## config.mk

```make
export PLATFORM = sky130hd
export DESIGN_NAME = bus_mux_reg_flat
export DESIGN_NICKNAME = d
export VERILOG_FILES = /design/src/rtl/bus_mux_reg_if.sv /design/src/rtl/bus_mux_reg.sv /design/src/flat_wrapper.sv
export SDC_FILE = /design/constraint.sdc
export NUM_CORES = 1
export LEC_CHECK = 0
export ABC_AREA = 1
export CAP_MARGIN = 0
export CORE_AREA = 3 3 329 331
export DETAILED_ROUTE_END_ITERATION = 7
export DIE_AREA = 0 0 332 334
export GPL_TIMING_DRIVEN = 0
export SETUP_SLACK_MARGIN = 0.15
export SYNTH_ARGS = -nofsm -noshare
export SYNTH_HDL_FRONTEND = slang
export SYNTH_SLANG_ARGS = --single-unit
```

## constraint.sdc

```tcl
create_clock -name clk -period 4 [get_ports clk]
set_clock_uncertainty 0.1 [all_clocks]
set_input_delay 0.4 -clock clk [delete_from_list [all_inputs] [get_ports clk]]
set_output_delay 0.4 -clock clk [all_outputs]
set_load 0.02 [all_outputs]
```

## src/rtl/bus_mux_reg_if.sv

```systemverilog
// Bus-side signal bundle for bus_mux_reg: the source enables and data come in,
// and the registered bus value and conflict debug state go out.
interface bus_mux_reg_if #(
  parameter int DATA_W  = 32,
  parameter int NUM_SRC = 24,
  parameter int SEL_W   = 5,
  parameter int CNT_W   = 8
);
  logic [NUM_SRC*DATA_W-1:0] src_data;
  logic [NUM_SRC-1:0]        src_out;
  logic                      conflict_clr;
  logic [DATA_W-1:0]         bus_out;
  logic [SEL_W-1:0]          bus_sel;
  logic                      bus_valid;
  logic                      conflict;
  logic                      conflict_sticky;
  logic [CNT_W-1:0]          conflict_cnt;

  // The control unit / datapath side: drives sources and enables.
  modport master (
    output src_data, src_out, conflict_clr,
    input  bus_out, bus_sel, bus_valid, conflict, conflict_sticky, conflict_cnt
  );

  // The multiplexer itself.
  modport slave (
    input  src_data, src_out, conflict_clr,
    output bus_out, bus_sel, bus_valid, conflict, conflict_sticky, conflict_cnt
  );
endinterface

```

## src/rtl/bus_mux_reg.sv

```systemverilog
// Registered shared-bus multiplexer. One-hot "out" enables are priority
// encoded (lowest index wins), the chosen source is registered onto the bus,
// and overlapping enables are flagged, latched and counted for debug.
module bus_mux_reg #(
  parameter int DATA_W    = 32,
  parameter int NUM_SRC   = 24,
  parameter int SEL_W     = 5,
  parameter bit HOLD_IDLE = 1'b1,
  parameter int CNT_W     = 8
) (
  input  logic         clk,
  input  logic         clr_n,
  bus_mux_reg_if.slave bus
);

  if ((2 ** SEL_W) < NUM_SRC) begin : g_sel_w_check
    $error("bus_mux_reg: SEL_W too narrow for NUM_SRC");
  end

  localparam logic [CNT_W-1:0] CNT_MAX = '1;

  logic [SEL_W-1:0]  sel;
  logic              any_en;
  logic              multi;
  logic [DATA_W-1:0] sel_data;

  logic [DATA_W-1:0] bus_out_q,   bus_out_d;
  logic [SEL_W-1:0]  bus_sel_q,   bus_sel_d;
  logic              bus_valid_q, bus_valid_d;
  logic              conflict_q,  conflict_d;
  logic              sticky_q,    sticky_d;
  logic [CNT_W-1:0]  cnt_q,       cnt_d;

  // Priority encode the enables and detect more than one active driver.
  always_comb begin
    // NOTE: every variable gets a default before any branch so no latch is inferred.
    sel    = '0;
    any_en = 1'b0;
    multi  = 1'b0;
    // NOTE: blocking '=' here on purpose: each iteration must see the values
    // the previous one produced.
    for (int i = 0; i < NUM_SRC; i++) begin
      if (bus.src_out[i]) begin
        if (!any_en) sel = SEL_W'(i);
        multi  = multi | any_en;
        any_en = 1'b1;
      end
    end
  end

  // Select the winning source word; sel never exceeds NUM_SRC-1.
  always_comb begin
    sel_data = '0;
    for (int i = 0; i < NUM_SRC; i++) begin
      if (sel == SEL_W'(i)) sel_data = bus.src_data[i*DATA_W +: DATA_W];
    end
  end

  // Next-state for the bus register and the conflict debug state.
  always_comb begin
    bus_out_d   = bus_out_q;
    bus_sel_d   = bus_sel_q;
    bus_valid_d = any_en;
    conflict_d  = multi;
    sticky_d    = (sticky_q & ~bus.conflict_clr) | multi;
    cnt_d       = cnt_q;

    if (any_en) begin
      bus_out_d = sel_data;
      bus_sel_d = sel;
    end else if (!HOLD_IDLE) begin
      bus_out_d = '0;
    end

    // A new conflict wins over a simultaneous clear; the count never wraps.
    if (multi) begin
      if (bus.conflict_clr)    cnt_d = CNT_W'(1);
      else if (cnt_q != CNT_MAX) cnt_d = cnt_q + CNT_W'(1);
    end else if (bus.conflict_clr) begin
      cnt_d = '0;
    end
  end

  // State registers with synchronous active-low clear.
  always_ff @(posedge clk) begin
    // NOTE: non-blocking '<=' for all flops so every register samples the
    // pre-edge values regardless of statement order.
    if (!clr_n) begin
      bus_out_q   <= '0;
      bus_sel_q   <= '0;
      bus_valid_q <= 1'b0;
      conflict_q  <= 1'b0;
      sticky_q    <= 1'b0;
      cnt_q       <= '0;
    end else begin
      bus_out_q   <= bus_out_d;
      bus_sel_q   <= bus_sel_d;
      bus_valid_q <= bus_valid_d;
      conflict_q  <= conflict_d;
      sticky_q    <= sticky_d;
      cnt_q       <= cnt_d;
    end
  end

  assign bus.bus_out         = bus_out_q;
  assign bus.bus_sel         = bus_sel_q;
  assign bus.bus_valid       = bus_valid_q;
  assign bus.conflict        = conflict_q;
  assign bus.conflict_sticky = sticky_q;
  assign bus.conflict_cnt    = cnt_q;

endmodule

```

## src/flat_wrapper.sv

```systemverilog
// flat-port wrapper written by rule: the top's interface ports become plain ports
module bus_mux_reg_flat 
#(
  parameter int DATA_W    = 32,
  parameter int NUM_SRC   = 24,
  parameter int SEL_W     = 5,
  parameter bit HOLD_IDLE = 1'b1,
  parameter int CNT_W     = 8
)
  (clk, clr_n, bus_src_data, bus_src_out, bus_conflict_clr, bus_bus_out, bus_bus_sel, bus_bus_valid, bus_conflict, bus_conflict_sticky, bus_conflict_cnt);
  bus_mux_reg_if #(.DATA_W(DATA_W), .NUM_SRC(NUM_SRC), .SEL_W(SEL_W), .CNT_W(CNT_W)) bus_i ();
  input  logic clk;
  input  logic clr_n;
  input wire logic [$bits(bus_i.src_data)-1:0] bus_src_data;
  input wire logic [$bits(bus_i.src_out)-1:0] bus_src_out;
  input wire logic [$bits(bus_i.conflict_clr)-1:0] bus_conflict_clr;
  output wire logic [$bits(bus_i.bus_out)-1:0] bus_bus_out;
  output wire logic [$bits(bus_i.bus_sel)-1:0] bus_bus_sel;
  output wire logic [$bits(bus_i.bus_valid)-1:0] bus_bus_valid;
  output wire logic [$bits(bus_i.conflict)-1:0] bus_conflict;
  output wire logic [$bits(bus_i.conflict_sticky)-1:0] bus_conflict_sticky;
  output wire logic [$bits(bus_i.conflict_cnt)-1:0] bus_conflict_cnt;
  assign bus_i.src_data = bus_src_data;
  assign bus_i.src_out = bus_src_out;
  assign bus_i.conflict_clr = bus_conflict_clr;
  assign bus_bus_out = bus_i.bus_out;
  assign bus_bus_sel = bus_i.bus_sel;
  assign bus_bus_valid = bus_i.bus_valid;
  assign bus_conflict = bus_i.conflict;
  assign bus_conflict_sticky = bus_i.conflict_sticky;
  assign bus_conflict_cnt = bus_i.conflict_cnt;
  bus_mux_reg #(.DATA_W(DATA_W), .NUM_SRC(NUM_SRC), .SEL_W(SEL_W), .HOLD_IDLE(HOLD_IDLE), .CNT_W(CNT_W)) u_core (.clk(clk), .clr_n(clr_n), .bus(bus_i));
endmodule
```

Yosys cells after proc, flatten, opt, wreduce, memory -nomap -nowiden
Cells that the tools add are included.
{"block": "word_totals", "regBits": 48, "wordCells": 181}
{"block": "op_classes", "add_sub_neg": 1, "n_eq_ne": 24, "mux": 121, "bitwise": 25, "reduce_logical": 4}
{"cell": "32-bit 2-to-1 mux", "n": 24}
{"cell": "5-bit 2-to-1 mux", "n": 45}
{"cell": "1-bit 2-to-1 mux", "n": 48}
{"cell": "5-bit by 4-bit equality test with 1-bit output (second input constant)", "n": 8}
{"cell": "5-bit equality test (second input constant)", "n": 8}
{"cell": "8-bit 2-to-1 mux", "n": 4}
{"cell": "1-bit OR", "n": 23}
{"cell": "5-bit by 3-bit equality test with 1-bit output (second input constant)", "n": 4}
{"cell": "5-bit by 2-bit equality test with 1-bit output (second input constant)", "n": 2}
{"cell": "8-bit by 1-bit adder with 8-bit output (second input constant)", "n": 1}
{"cell": "8-bit inequality test (second input constant)", "n": 1}
{"cell": "5-bit by 1-bit equality test with 1-bit output (second input constant)", "n": 1}
{"cell": "5-bit zero test", "n": 1}
{"cell": "2-bit nonzero test", "n": 2}
{"cell": "2-bit AND reduction", "n": 1}
{"cell": "1-bit AND", "n": 1}
{"cell": "1-bit NOT", "n": 1}

Longest topological paths before layout
Gate-level depths: netlist of the first run.
{"block": "depth", "depth_word": 72, "depth_mapped": 31}

Worst setup path before layout of the first run
OpenSTA, ideal clock, no wires.
{"block": "synth_timing", "path_type": "in2reg", "start": "input port bus_src_out[1]", "end": "register u_core.bus_out_q[30], in the netlist u_core.bus.bus_out[30]", "setup_time_ns": 0.112, "arrival_time_ns": 2.849, "t_required_ns": 3.788, "setup_slack_ns": 0.938, "cell_stages": 27, "path_buffers": 1, "cell_sequence": "nor2_1 -> nand2_2 -> nor2_8 -> nand4_4 -> nor2_2 -> nand2_2 -> nor2_4 -> inv_2 -> nand2_2 -> nand2_2 -> nand2_2 -> inv_2 -> nand3_2 -> inv_2 -> buf_6 -> a21oi_1 -> nand3_1 -> nand2_1 -> nand4_1 -> nor2_1 -> nand4_1 -> nor2_1 -> nand4_1 -> nor2_1 -> nand4_1 -> nand2_1 -> nand2_1"}
{"block": "synth_via", "elab_chain_len": 70, "elab_cells_between_ends": 116, "classes_between": "23 x eq/ne; 92 x mux; 1 x reduce/logical"}
{"item": "from (decl)", "line": "flat_wrapper.sv:15", "rtl": "input wire logic [$bits(bus_i.src_out)-1:0] bus_src_out;"}
{"item": "5-bit 2-to-1 mux / 1-bit 2-to-1 mux (equally long branches)", "line": "bus_mux_reg.sv:43", "rtl": "if (bus.src_out[i]) begin"}
{"item": "5-bit 2-to-1 mux", "line": "bus_mux_reg.sv:44", "rtl": "if (!any_en) sel = SEL_W'(i);"}
{"item": "5-bit 2-to-1 mux", "line": "bus_mux_reg.sv:43"}
{"item": "5-bit 2-to-1 mux", "line": "bus_mux_reg.sv:44"}
{"item": "5-bit 2-to-1 mux", "line": "bus_mux_reg.sv:43"}
{"item": "5-bit 2-to-1 mux", "line": "bus_mux_reg.sv:44"}
{"item": "5-bit 2-to-1 mux", "line": "bus_mux_reg.sv:43"}
{"item": "5-bit 2-to-1 mux", "line": "bus_mux_reg.sv:44"}
{"item": "[... 31 more ...]"}
{"item": "5-bit 2-to-1 mux", "line": "bus_mux_reg.sv:44"}
{"item": "5-bit 2-to-1 mux", "line": "bus_mux_reg.sv:43"}
{"item": "5-bit 2-to-1 mux", "line": "bus_mux_reg.sv:44"}
{"item": "5-bit 2-to-1 mux", "line": "bus_mux_reg.sv:43"}
{"item": "5-bit 2-to-1 mux", "line": "bus_mux_reg.sv:44"}
{"item": "5-bit 2-to-1 mux", "line": "bus_mux_reg.sv:43"}
{"item": "5-bit zero test", "line": "bus_mux_reg.sv:55", "rtl": "if (sel == SEL_W'(i)) sel_data = bus.src_data[i*DATA_W +: DATA_W];"}
{"item": "32-bit 2-to-1 mux (24 in series)", "line": "bus_mux_reg.sv:55"}
{"item": "to (signal assigned)", "line": "bus_mux_reg.sv:96", "rtl": "bus_out_q <= bus_out_d;"}
{"item": "to (decl)", "line": "bus_mux_reg.sv:27", "rtl": "logic [DATA_W-1:0] bus_out_q, bus_out_d;"}
Several ways; a longest one is shown, not always the timed one.
A chain may end at the register's enable or synchronous reset.

Worst setup path in the final report of the first run
{"block": "layout_timing", "start": "input port bus_src_out[4]", "end": "register u_core.bus_out_q[30], in the netlist u_core.bus.bus_out[30]"}
{"block": "layout_via", "elab_chain_len": 64, "elab_cells_between_ends": 107, "classes_between": "23 x eq/ne; 83 x mux; 1 x reduce/logical"}
{"item": "5-bit 2-to-1 mux / 1-bit 2-to-1 mux (equally long branches)", "line": "bus_mux_reg.sv:43"}
{"item": "5-bit 2-to-1 mux", "line": "bus_mux_reg.sv:44"}
{"item": "5-bit 2-to-1 mux", "line": "bus_mux_reg.sv:43"}
{"item": "5-bit 2-to-1 mux", "line": "bus_mux_reg.sv:44"}
{"item": "5-bit 2-to-1 mux", "line": "bus_mux_reg.sv:43"}
{"item": "5-bit 2-to-1 mux", "line": "bus_mux_reg.sv:44"}
{"item": "5-bit 2-to-1 mux", "line": "bus_mux_reg.sv:43"}
{"item": "5-bit 2-to-1 mux", "line": "bus_mux_reg.sv:44"}
{"item": "[... 25 more ...]"}
{"item": "5-bit 2-to-1 mux", "line": "bus_mux_reg.sv:44"}
{"item": "5-bit 2-to-1 mux", "line": "bus_mux_reg.sv:43"}
{"item": "5-bit 2-to-1 mux", "line": "bus_mux_reg.sv:44"}
{"item": "5-bit 2-to-1 mux", "line": "bus_mux_reg.sv:43"}
{"item": "5-bit 2-to-1 mux", "line": "bus_mux_reg.sv:44"}
{"item": "5-bit 2-to-1 mux", "line": "bus_mux_reg.sv:43"}
{"item": "5-bit zero test", "line": "bus_mux_reg.sv:55"}
{"item": "32-bit 2-to-1 mux (24 in series)", "line": "bus_mux_reg.sv:55"}
Several ways; a longest one is shown, not always the timed one.

==> results of run 1 <==
-- path summary, 6_finish.rpt --
kind	depth (start not counted)	endpoint	startpoint	slack [ps]
worst max-delay path	29	u_core.bus.bus_out[30]	bus_src_out[4]	-580
worst min-delay path	2	u_core.bus.bus_out[10]	u_core.bus.bus_out[10]	350
worst max register to register	12	u_core.bus.conflict_cnt[7]	u_core.bus.conflict_cnt[0]	1860
worst min register to register	2	u_core.bus.bus_out[10]	u_core.bus.bus_out[10]	350
-- critical path, delay by kind of cell --
family / cells / cell delay [ps]
simple gates: 22 / 3480
compound gates: 1 / 130
buf+inv: 6 / 630
-- kinds of logic after synthesis --
group | after synthesis | share of synthesized area
xor+xnor | 1 | 0.001015
simple gates | 1379 | 0.6885
buf+inv | 302 | 0.1370
flops | 48 | 0.1113
compound gates | 97 | 0.06074
fa+ha+maj | 1 | 0.001449
-- through the flow --
| stage | hold WS (ps) | setup TNS [ps] | area, um^2 | cells | power, W |
|---|---|---|---|---|---|
| after floorplan | 427.7 | 0 | 8631 | 1828 | 0.0009827 |
| after global placement | 340.0 | -68420 | 18800 | 4061 | 0.002392 |
| after detailed placement | 345.1 | -69120 | 18820 | 4062 | 0.002388 |
| after CTS | 355.1 | -9123 | 19890 | 4109 | 0.003114 |
| after global routing | 377.4 | -14500 | 20460 | 4131 | 0.003274 |
| final | 352.2 | -7052 | 20460 | 4133 | 0.003120 |
-- layout make-up --
type,count,area [um^2]
Antenna cell,6,15.01
Buffer,81,465.4
Clock buffer,5,125.1
Clock inverter,3,68.82
Fill cell,12230,84950
Inverter,221,845.8
Multi-Input combinational cell,1478,7303
Sequential cell,48,960.9
Tap cell,1391,1740
Timing Repair Buffer,900,8939
-- routing by layer --
layer	vias up	track usage
met5	-	0
li1	7573	-
met3	106	0.03326
met1	7469	0.2211
met2	789	0.3475
met4	6	0.04892
-- report_power, final --
group / switching [W] / total (W) / leakage, nW / internal, W
Combinational: 0.000983 / 0.00199 / 7.81 / 0.00100
Clock: 0.000232 / 0.000593 / 0.0944 / 0.000362
Sequential: 0.0000233 / 0.000541 / 0.397 / 0.000517
Total: 0.00124 / 0.00312 / 8.30 / 0.00188
-- placed cells by master (no fill, tap or decap), types with 15 or more instances in the layout --
master	netlist	final
inv_1	208	200
buf_4	0	42
nor2_2	6	36
or2_2	28	28
a21oi_1	60	57
clkbuf_1	59	51
inv_2	12	16
nand3_2	4	34
nand3_1	83	40
nand2_2	6	40
nand2_1	720	678
nand4_1	160	160
nor2_4	4	35
dfxtp_1	48	48
clkdlybuf4s50_1	0	819
o21ai_0	23	23
nor2_1	349	288
buf_2	15	15
-- registers in the layout, summed over array words and instances, names as in the netlist --
| name | flops |
|---|---|
| u_core.bus.bus_out | 32 |
| u_core.bus.bus_sel | 5 |
| u_core.bus.bus_valid | 1 |
| u_core.bus.conflict | 1 |
| u_core.bus.conflict_cnt | 8 |
| u_core.bus.conflict_sticky | 1 |
-- what timing repair did --
action,in CTS,in global routing
buffers inserted,39,18
pin swaps,90,100
endpoints found under the setup margin,32,32
gates resized for setup,237,99
==> reports/metrics.cfg, run 1 <==
[status]
outcome = finished with violations
violations = setup timing

[logic_synthesis]
yosys_warnings = 0
syn_inst = 1828
synthFlopType = dfxtp_1
yosysTopAreaCell = nand2_1
synth_top_area_share = 0.3131
ys_ff_latch = 48
yosysMostFrequentCell = nand2_1
yosys-top-cells-area = nand2_1 (31%), nor2_1 (15%), nand4_1 (12%)
async_flop_share = 0
synthTopCellsByCount = nand2_1 (720), nor2_1 (349), inv_1 (208)
ys_seq_area_frac = 0.1113
syn-num-nets = 2624
syn_area_um2 = 8631
synth_cell_types = 42
synth.avg_cell_area_um2 = 4.721
synth_edf_count = 0

[setup_path]
path_max_fanout = 10
cp.required_ps = 4100
crit_type = in -> reg
crit_path_max_incr_delay_ps = 300
start_kind = input port
crit_path_end_kind = flip-flop
crit_top_cell = nand2_2
cp_data_arrival_time_ps = 4680
crit_slowest_cell = nand4_1

[sta]
period_minus_slack_ps = 4577
grt_setup_unrepaired = true
setup_slack_ps = -577.2
slew_headroom = 0.08804
timing.fmax_mhz = 218.5
worstMarginPinSlew_ps = 1354
setup_viol = 25
drv_slew = 0
fin_crit_sh = 1.144
timing.final.hold_violations = 0

[cts]
cts_hold_buf = 0
clk_latency_ps = 320
clkTransAtPathRegs_ps = 70
ctsHtreeMaxLevel = 2
cts.sinks = 48
cts_inserted_buffers = 5
cts_root_buf = clkbuf_16
clk_path_buf_depth = 2
cts_tree = done

[drt]
dr_total_vias = 15943
routed_wirelength_um = 110100
ant_nets = 0
firstDrtPassIters = 5
top_layer = met5
drtIter0Drc = 1011
drc = 0
viasPerCell = 3.857
m1WireLength_um = 44530
met3_length_um = 6699
routedWlPerCell_um = 26.63
route.met2.wl_um = 56010

[floorplanning]
start_util = 0.08187
dieArea_um2 = 110900
die-height_um = 334
io-pin-count = 843
core_um2 = 105400
rows = 119
die_x_um = 332

[placement]
gp_congestion = 0.9907
dp.final_hpwl_um = 98560
portBuffers = 842
dp_worst_setup_slack_ps = -2681

[layout]
fin_util = 0.1941
drive_above_1_share = 0.1210
fin_nets = 3531
area_growth_pct = 137.1

[grt]
grt_max_degree = 17
antenna_found_initial = 29
grt_pass1_vias = 16050
grt.overflow.total = 0
grt_pass1_wl_um = 141200
track_usage = 0.1875

[power]
p_leak_nw = 8.302
powerDensity_nw_per_um2 = 152.5
vdd_drop_max_v = 0.0001414

[hold_path]
hp-class = reg -> reg

[flow_run]
drv_cap = 0

(Power assumes the default switching activity.)
==> inputs of run 2 (changes only) <==
--- a/config.mk
+++ b/config.mk
@@ -5,11 +5,10 @@
 export SDC_FILE = /design/constraint.sdc
 export NUM_CORES = 1
 export LEC_CHECK = 0
-export ABC_AREA = 1
 export CAP_MARGIN = 0
-export CORE_AREA = 3 3 329 331
+export CORE_AREA = 3 3 327 329
 export DETAILED_ROUTE_END_ITERATION = 7
-export DIE_AREA = 0 0 332 334
+export DIE_AREA = 0 0 330 332
 export GPL_TIMING_DRIVEN = 0
 export SETUP_SLACK_MARGIN = 0.15
 export SYNTH_ARGS = -nofsm -noshare
==> reports/metrics.cfg, run 2 <==
[logic_synthesis]
ys_ff_latch = 48
yosys-top-cells-area = dfxtp_1 (11%), nand2_1 (7.0%), o21ai_0 (6.1%)
synthFlopType = dfxtp_1
synth.avg_cell_area_um2 = 6.463
async_flop_share = 0
yosysMostFrequentCell = nand2_1
synth_cell_types = 82
syn_inst = 1398
synth_top_area_share = 0.1064
synth_edf_count = 0
synthTopCellsByCount = nand2_1 (169), nor2_1 (128), o21ai_0 (111)
ys_seq_area_frac = 0.1064
syn_area_um2 = 9035
yosys_warnings = 0
syn-num-nets = 2194
yosysTopAreaCell = dfxtp_1

[sta]
fin_setup_tns_ps = 0
drv_slew = 0
fin_hold_ws_ps = 366.5
timing.final.hold_violations = 0
grt_setup_unrepaired = true
period_minus_slack_ps = 3915
slew_headroom = 0.1538
worstMarginPinSlew_ps = 1269
setup_viol = 0
fin_crit_sh = 0.9787
timing.fmax_mhz = 255.4

[layout]
fin_nets = 3130
mostFrequentLayoutCells = clkdlybuf4s50_1 (818), nand2_1 (161), nor2_1 (118), buf_4 (88), o21ai_0 (84)
drive_above_1_share = 0.1794
largest_reg_flops = 32
layout_commonest_cell = clkdlybuf4s50_1
multi_input_area_um2 = 8851
fill_cells = 11719
area_growth_pct = 144.7
fin_util = 0.2130
seqCellArea_um2 = 960.9

[status]
violations = DRC
outcome = finished with violations

[drt]
routed_wirelength_um = 160600
firstDrtPassIters = 8
drc = 12
dr_total_vias = 18445
routedWlPerCell_um = 42.61
viasPerCell = 4.895
drtIter0Drc = 2187
ant_nets = 0

[floorplanning]
rows = 118
core_um2 = 103800
start_util = 0.08705
die-height_um = 332
dieArea_um2 = 109600
die_x_um = 330
io-pin-count = 843

[power]
p_leak_nw = 7.729
powerDensity_nw_per_um2 = 137.1
vdd_drop_max_v = 0.0001396

[cts]
clk_latency_ps = 320
clk_path_buf_depth = 2
cts_hold_buf = 0
cts_root_buf = clkbuf_16
cts_tree = done
clkTransAtPathRegs_ps = 100
ctsHtreeMaxLevel = 2
cts_inserted_buffers = 5
cts.sinks = 48

[placement]
gp_congestion = 0.9478
portBuffers = 834
dp.final_hpwl_um = 136400

[setup_path]
cp_data_arrival_time_ps = 4110
cp_num_cells = 13
reg2reg_depth = 6
crit_slowest_cell = o21ai_1
reg2reg_slack_ps = 2110
r2r-end = u_core.bus.conflict_cnt[4]
path_max_fanout = 10
crit_type = in -> reg
crit_path_max_incr_delay_ps = 570
cp.required_ps = 4200
startpoint = bus_src_out[3]
crit_buf_inv = 3
critPathCapture = u_core.bus.bus_out[8]
crit_top_cell = o21ai_1
critPathTopFamily = compound AO/OA/AOI/OAI gates
start_kind = input port
reg2reg_from = u_core.bus.conflict_cnt[0]
crit_path_end_kind = flip-flop
crit_chain = buf_6, or4_4, buf_8, nor2_4, nand3_4, o41a_4, nand2_8, buf_4, mux2i_1, o21ai_1, o221a_2, o21ai_1, nand2_1

[grt]
grt_pass1_wl_um = 195100
grt_pass1_vias = 17762
antenna_found_initial = 127
grt_max_degree = 16
track_usage = 0.2763
grt.overflow.total = 0

[hold_path]
hold_depth = 2
hp-class = reg -> reg

[flow_run]
drv_cap = 0

[run 2: cell count changes in the layout (fill, tap and decap cells not counted), moves of 33 or more]
| cell | change |
|---|---|
| a22oi_1 | +33 |
| buf_4 | +46 |
| diode_2 | +47 |
| inv_1 | -185 |
| nand2_1 | -517 |
| nand2_2 | -36 |
| nand4_1 | -143 |
| nor2_1 | -170 |
| nor3_1 | +33 |
| o21ai_0 | +61 |
| o22ai_1 | +53 |
[run 2: area by class of cell]
class	count	area share
clock inverters	3	0.001924
multi-input cells	1211	0.4004
flip-flops and latches	48	0.04347
inverters	16	0.002887
plain buffers	120	0.04358
diodes	53	0.006000
clock buffers	5	0.005660
repair buffers	932	0.4180
well taps	1380	0.07811
[run 2: through the flow]
step	total power (W)	area (um^2)	setup WS, ps	instances
final	0.003031	22110	85.03	3768
after global routing	0.003103	22050	29.07	3746
after CTS	0.002976	21440	104.1	3690
after detailed placement	0.002222	19270	-3240	3622
after global placement	0.002214	19110	-3871	3612
after floorplan	0.0009066	9035	455.5	1398
[run 2: logic make-up after synthesis]
logic type	count (synthesis)	synth area share
compound gates	604	0.4751
simple gates	555	0.2939
buf+inv	139	0.06439
flops	48	0.1064
mux	45	0.05262
fa+ha+maj	4	0.004708
xor+xnor	3	0.002909
[run 2: worst register-to-register path: stages, from the launching register on]
cell and delay [ps]:
dfxtp_1 360, ha_1 230, nand4_1 130, nor2b_1 320, nand2_1 200, or3_1 330
a21oi_1 160
[run 2: worst min path at each step]
stage | startpoint | end | slack, ps
3_5_place_dp | u_core.bus.bus_sel[3] | u_core.bus.bus_sel[3] | 350
6_report | u_core.bus.bus_sel[0] | u_core.bus.bus_sel[0] | 370
4_1_cts | u_core.bus.bus_sel[0] | u_core.bus.bus_sel[0] | 370
2_1_floorplan | bus_src_data[740] | u_core.bus.bus_out[4] | 430
5_1_grt | u_core.bus.bus_sel[0] | u_core.bus.bus_sel[0] | 410
3_3_place_gp | u_core.bus.bus_sel[1] | u_core.bus.bus_sel[1] | 340
[run 2: power breakdown]
part	switching (W)	internal, W
registers	0.0000237	0.000514
logic	0.000881	0.00103
clock network	0.000285	0.000297
total	0.00119	0.00184
[run 2: repair_timing]
item,CTS,global route
pin swaps,46,46
endpoints found under the hold margin,0,0
gates resized for setup,430,90
setup buffers,62,26
setup endpoints to repair,48,32
[run 2: routing by layer]
layer  global-route usage  share of wire  vias to the layer above
li1                     -              -                     7539
met1               0.3085           0.36                     9012
met2               0.4551           0.47                     1454
met3               0.1076           0.12                      354
met4               0.1380          0.048                       86
met5                    0         0.0043                        -
==> inputs of run 3 (changes only) <==
--- a/config.mk
+++ b/config.mk
@@ -5,6 +5,7 @@
 export SDC_FILE = /design/constraint.sdc
 export NUM_CORES = 1
 export LEC_CHECK = 0
+export ABC_CLOCK_PERIOD_IN_PS = 4000
 export CAP_MARGIN = 0
 export CORE_AREA = 3 3 327 329
 export DETAILED_ROUTE_END_ITERATION = 7
==> results of run 3 <==
No change in the layout: final DEF, timing and power equal those of run 2.
==> edit, RTL diff (flow settings as in run 3) <==
`CNT_W` is set to 8 in 3 places; all go to 6.
--- a/src/rtl/bus_mux_reg_if.sv
+++ b/src/rtl/bus_mux_reg_if.sv
@@ -6,3 +6,3 @@
   parameter int SEL_W   = 5,
-  parameter int CNT_W   = 8
+  parameter int CNT_W   = 6
 );
--- a/src/rtl/bus_mux_reg.sv
+++ b/src/rtl/bus_mux_reg.sv
@@ -8,3 +8,3 @@
   parameter bit HOLD_IDLE = 1'b1,
-  parameter int CNT_W     = 8
+  parameter int CNT_W     = 6
 ) (
--- a/src/flat_wrapper.sv
+++ b/src/flat_wrapper.sv
@@ -7,3 +7,3 @@
   parameter bit HOLD_IDLE = 1'b1,
-  parameter int CNT_W     = 8
+  parameter int CNT_W     = 6
 )
Interface: changed (resized bus_conflict_cnt); port bits go from 843 to 841. The function was not compared with the original's and may differ.
==> edit against run 3 <==
  * The run ends with slew limit, setup timing left
  * Worst setup slack got worse by 0.38 ns
  * Power increased by 3.0%
  * Die area unchanged
  * Global-route usage decreased by 1.0 points
  * Synthesized cell count decreased by 10%
  * Sequential cell count decreased by 2
  * Routed wire length decreased by 3.4%
  * Area after synthesis decreased by 5.9%
  * Final area increased by 2.6%
  * Critical path type unchanged
  * Largest power group unchanged
==> edit: results (changes against run 3) <==
- The post-route met1 wirelength came to 61.17 mm (was 58.06 mm).
- The startpoint of the worst hold path is u_core.bus.bus_sel[3]$_SDFFE_PN0P_ (was u_core.bus.bus_sel[0]$_SDFFE_PN0P_).
- The worst slack at placement is -3.551 ns (was -3.240 ns).
- The worst IR drop on VDD is 0.1408 mV (was 0.1396 mV).
- The slack of the critical path is -0.2932 ns (was 0.08503 ns).
- The max-slew violation count is 1 (was 0).
- The share of layout cells above drive strength 1 is 23.15% (was 17.94%).
- The weighted congestion at the end of routability-driven global placement is 0.9550 (was 0.9478).
- The synthesized netlist net count is 2052 (was 2194).
- The standby leakage power is 0.007874 uW (was 0.007729 uW).
- The compound-cell area share of the yosys netlist is 49.63% (was 47.51%).
- The final net count is 3033 (was 3130).
- Leading cell types by total area after synthesis: dfxtp_1 (11%), nor2_1 (6.3%), nand2_1 (5.8%) (was dfxtp_1 (11%), nand2_1 (7.0%), o21ai_0 (6.1%)).
- The sequential-to-total area share from yosys stat is 10.83% (was 10.64%).
- The detailed placement HPWL was 133.7 mm (was 136.4 mm).
- The portion of netlist area occupied by mux cells was 6.620% (was 5.262%).
- The cell count of the worst reg-to-reg path is 7 (was 6).
- Failing checks: slew limit, setup timing (was DRC).
- The maximum net fanout on the critical path is 4 (was 10).
- The sum of met3 wire segment lengths after detailed routing is 15.79 mm (was 18.51 mm).
- The setup TNS after final layout is -0.7332 ns (was 0 ns).
- The share of total power consumed by net switching is 38.78% (was 39.28%).
- The combinational fraction of design power is 65.6% (was 63.0%).
- The first-iteration detailed-routing DRC count is 1527 (was 2187).
- The number of antenna violations at the first check in global routing is 117 (was 127).
- The adder-cell share of the synthesized area was 0.2648% (was 0.4708%).
- The setup violation total in the final timing report is 7 (was 0).
- The aggregate global-route resource usage came to 26.63% (was 27.63%).
- Status: finished with violations (unchanged).
- The capturing element of the worst setup path is u_core.bus.bus_out[4]$_SDFFE_PN0P_ (was u_core.bus.bus_out[8]$_SDFFE_PN0P_).
- The endpoint of the worst hold-timing path is u_core.bus.bus_sel[3]$_SDFFE_PN0P_ (was u_core.bus.bus_sel[0]$_SDFFE_PN0P_).
- The met2 wire length was 73.11 mm (was 75.57 mm).
- The placed instance area is 18690 sq um (was 19270 sq um).
- The post-route worst hold slack is 0.3642 ns (was 0.3665 ns).
- The post-route DRC violation count is 0 (was 12).
- Post-synth top cells: nor2_1 (143), nand2_1 (131), a21oi_1 (98), clkbuf_1 (71), o21ai_0 (67) (was nand2_1 (169), nor2_1 (128), o21ai_0 (111), a21oi_1 (97), clkbuf_1 (84)).
- The via count of the first global-routing pass is 16584 (was 17762).
==> edit: cell count changes in the layout (fill, tap and decap cells not counted), moves of 11 or more <==
cell and delta:
mux2_2 -12, nand4_1 -11, and3_1 -11, a22oi_1 -22, nor3_1 -13, o221ai_1 +25
buf_6 +13, nand3_1 -37, buf_4 +16, o21ai_0 -28, nand2_1 -43
==> edit: critical path, delay by kind of cell <==
| family | cells | cell delay (ns) |
|---|---|---|
| AO/OA/AOI/OAI | 6 | 1.55 |
| buffers and inverters | 7 | 0.88 |
| AND/OR/NAND/NOR | 4 | 1.55 |
==> edit: cell type report <==
type,instances,area (sq um)
Antenna cell,48,120.1
Tap cell,1380,1727
Clock buffer,5,125.1
Inverter,8,30.03
Buffer,115,1116
Fill cell,11489,81110
Clock inverter,3,40.04
Multi-Input combinational cell,1088,8922
Timing Repair Buffer,973,9677
Sequential cell,46,920.9
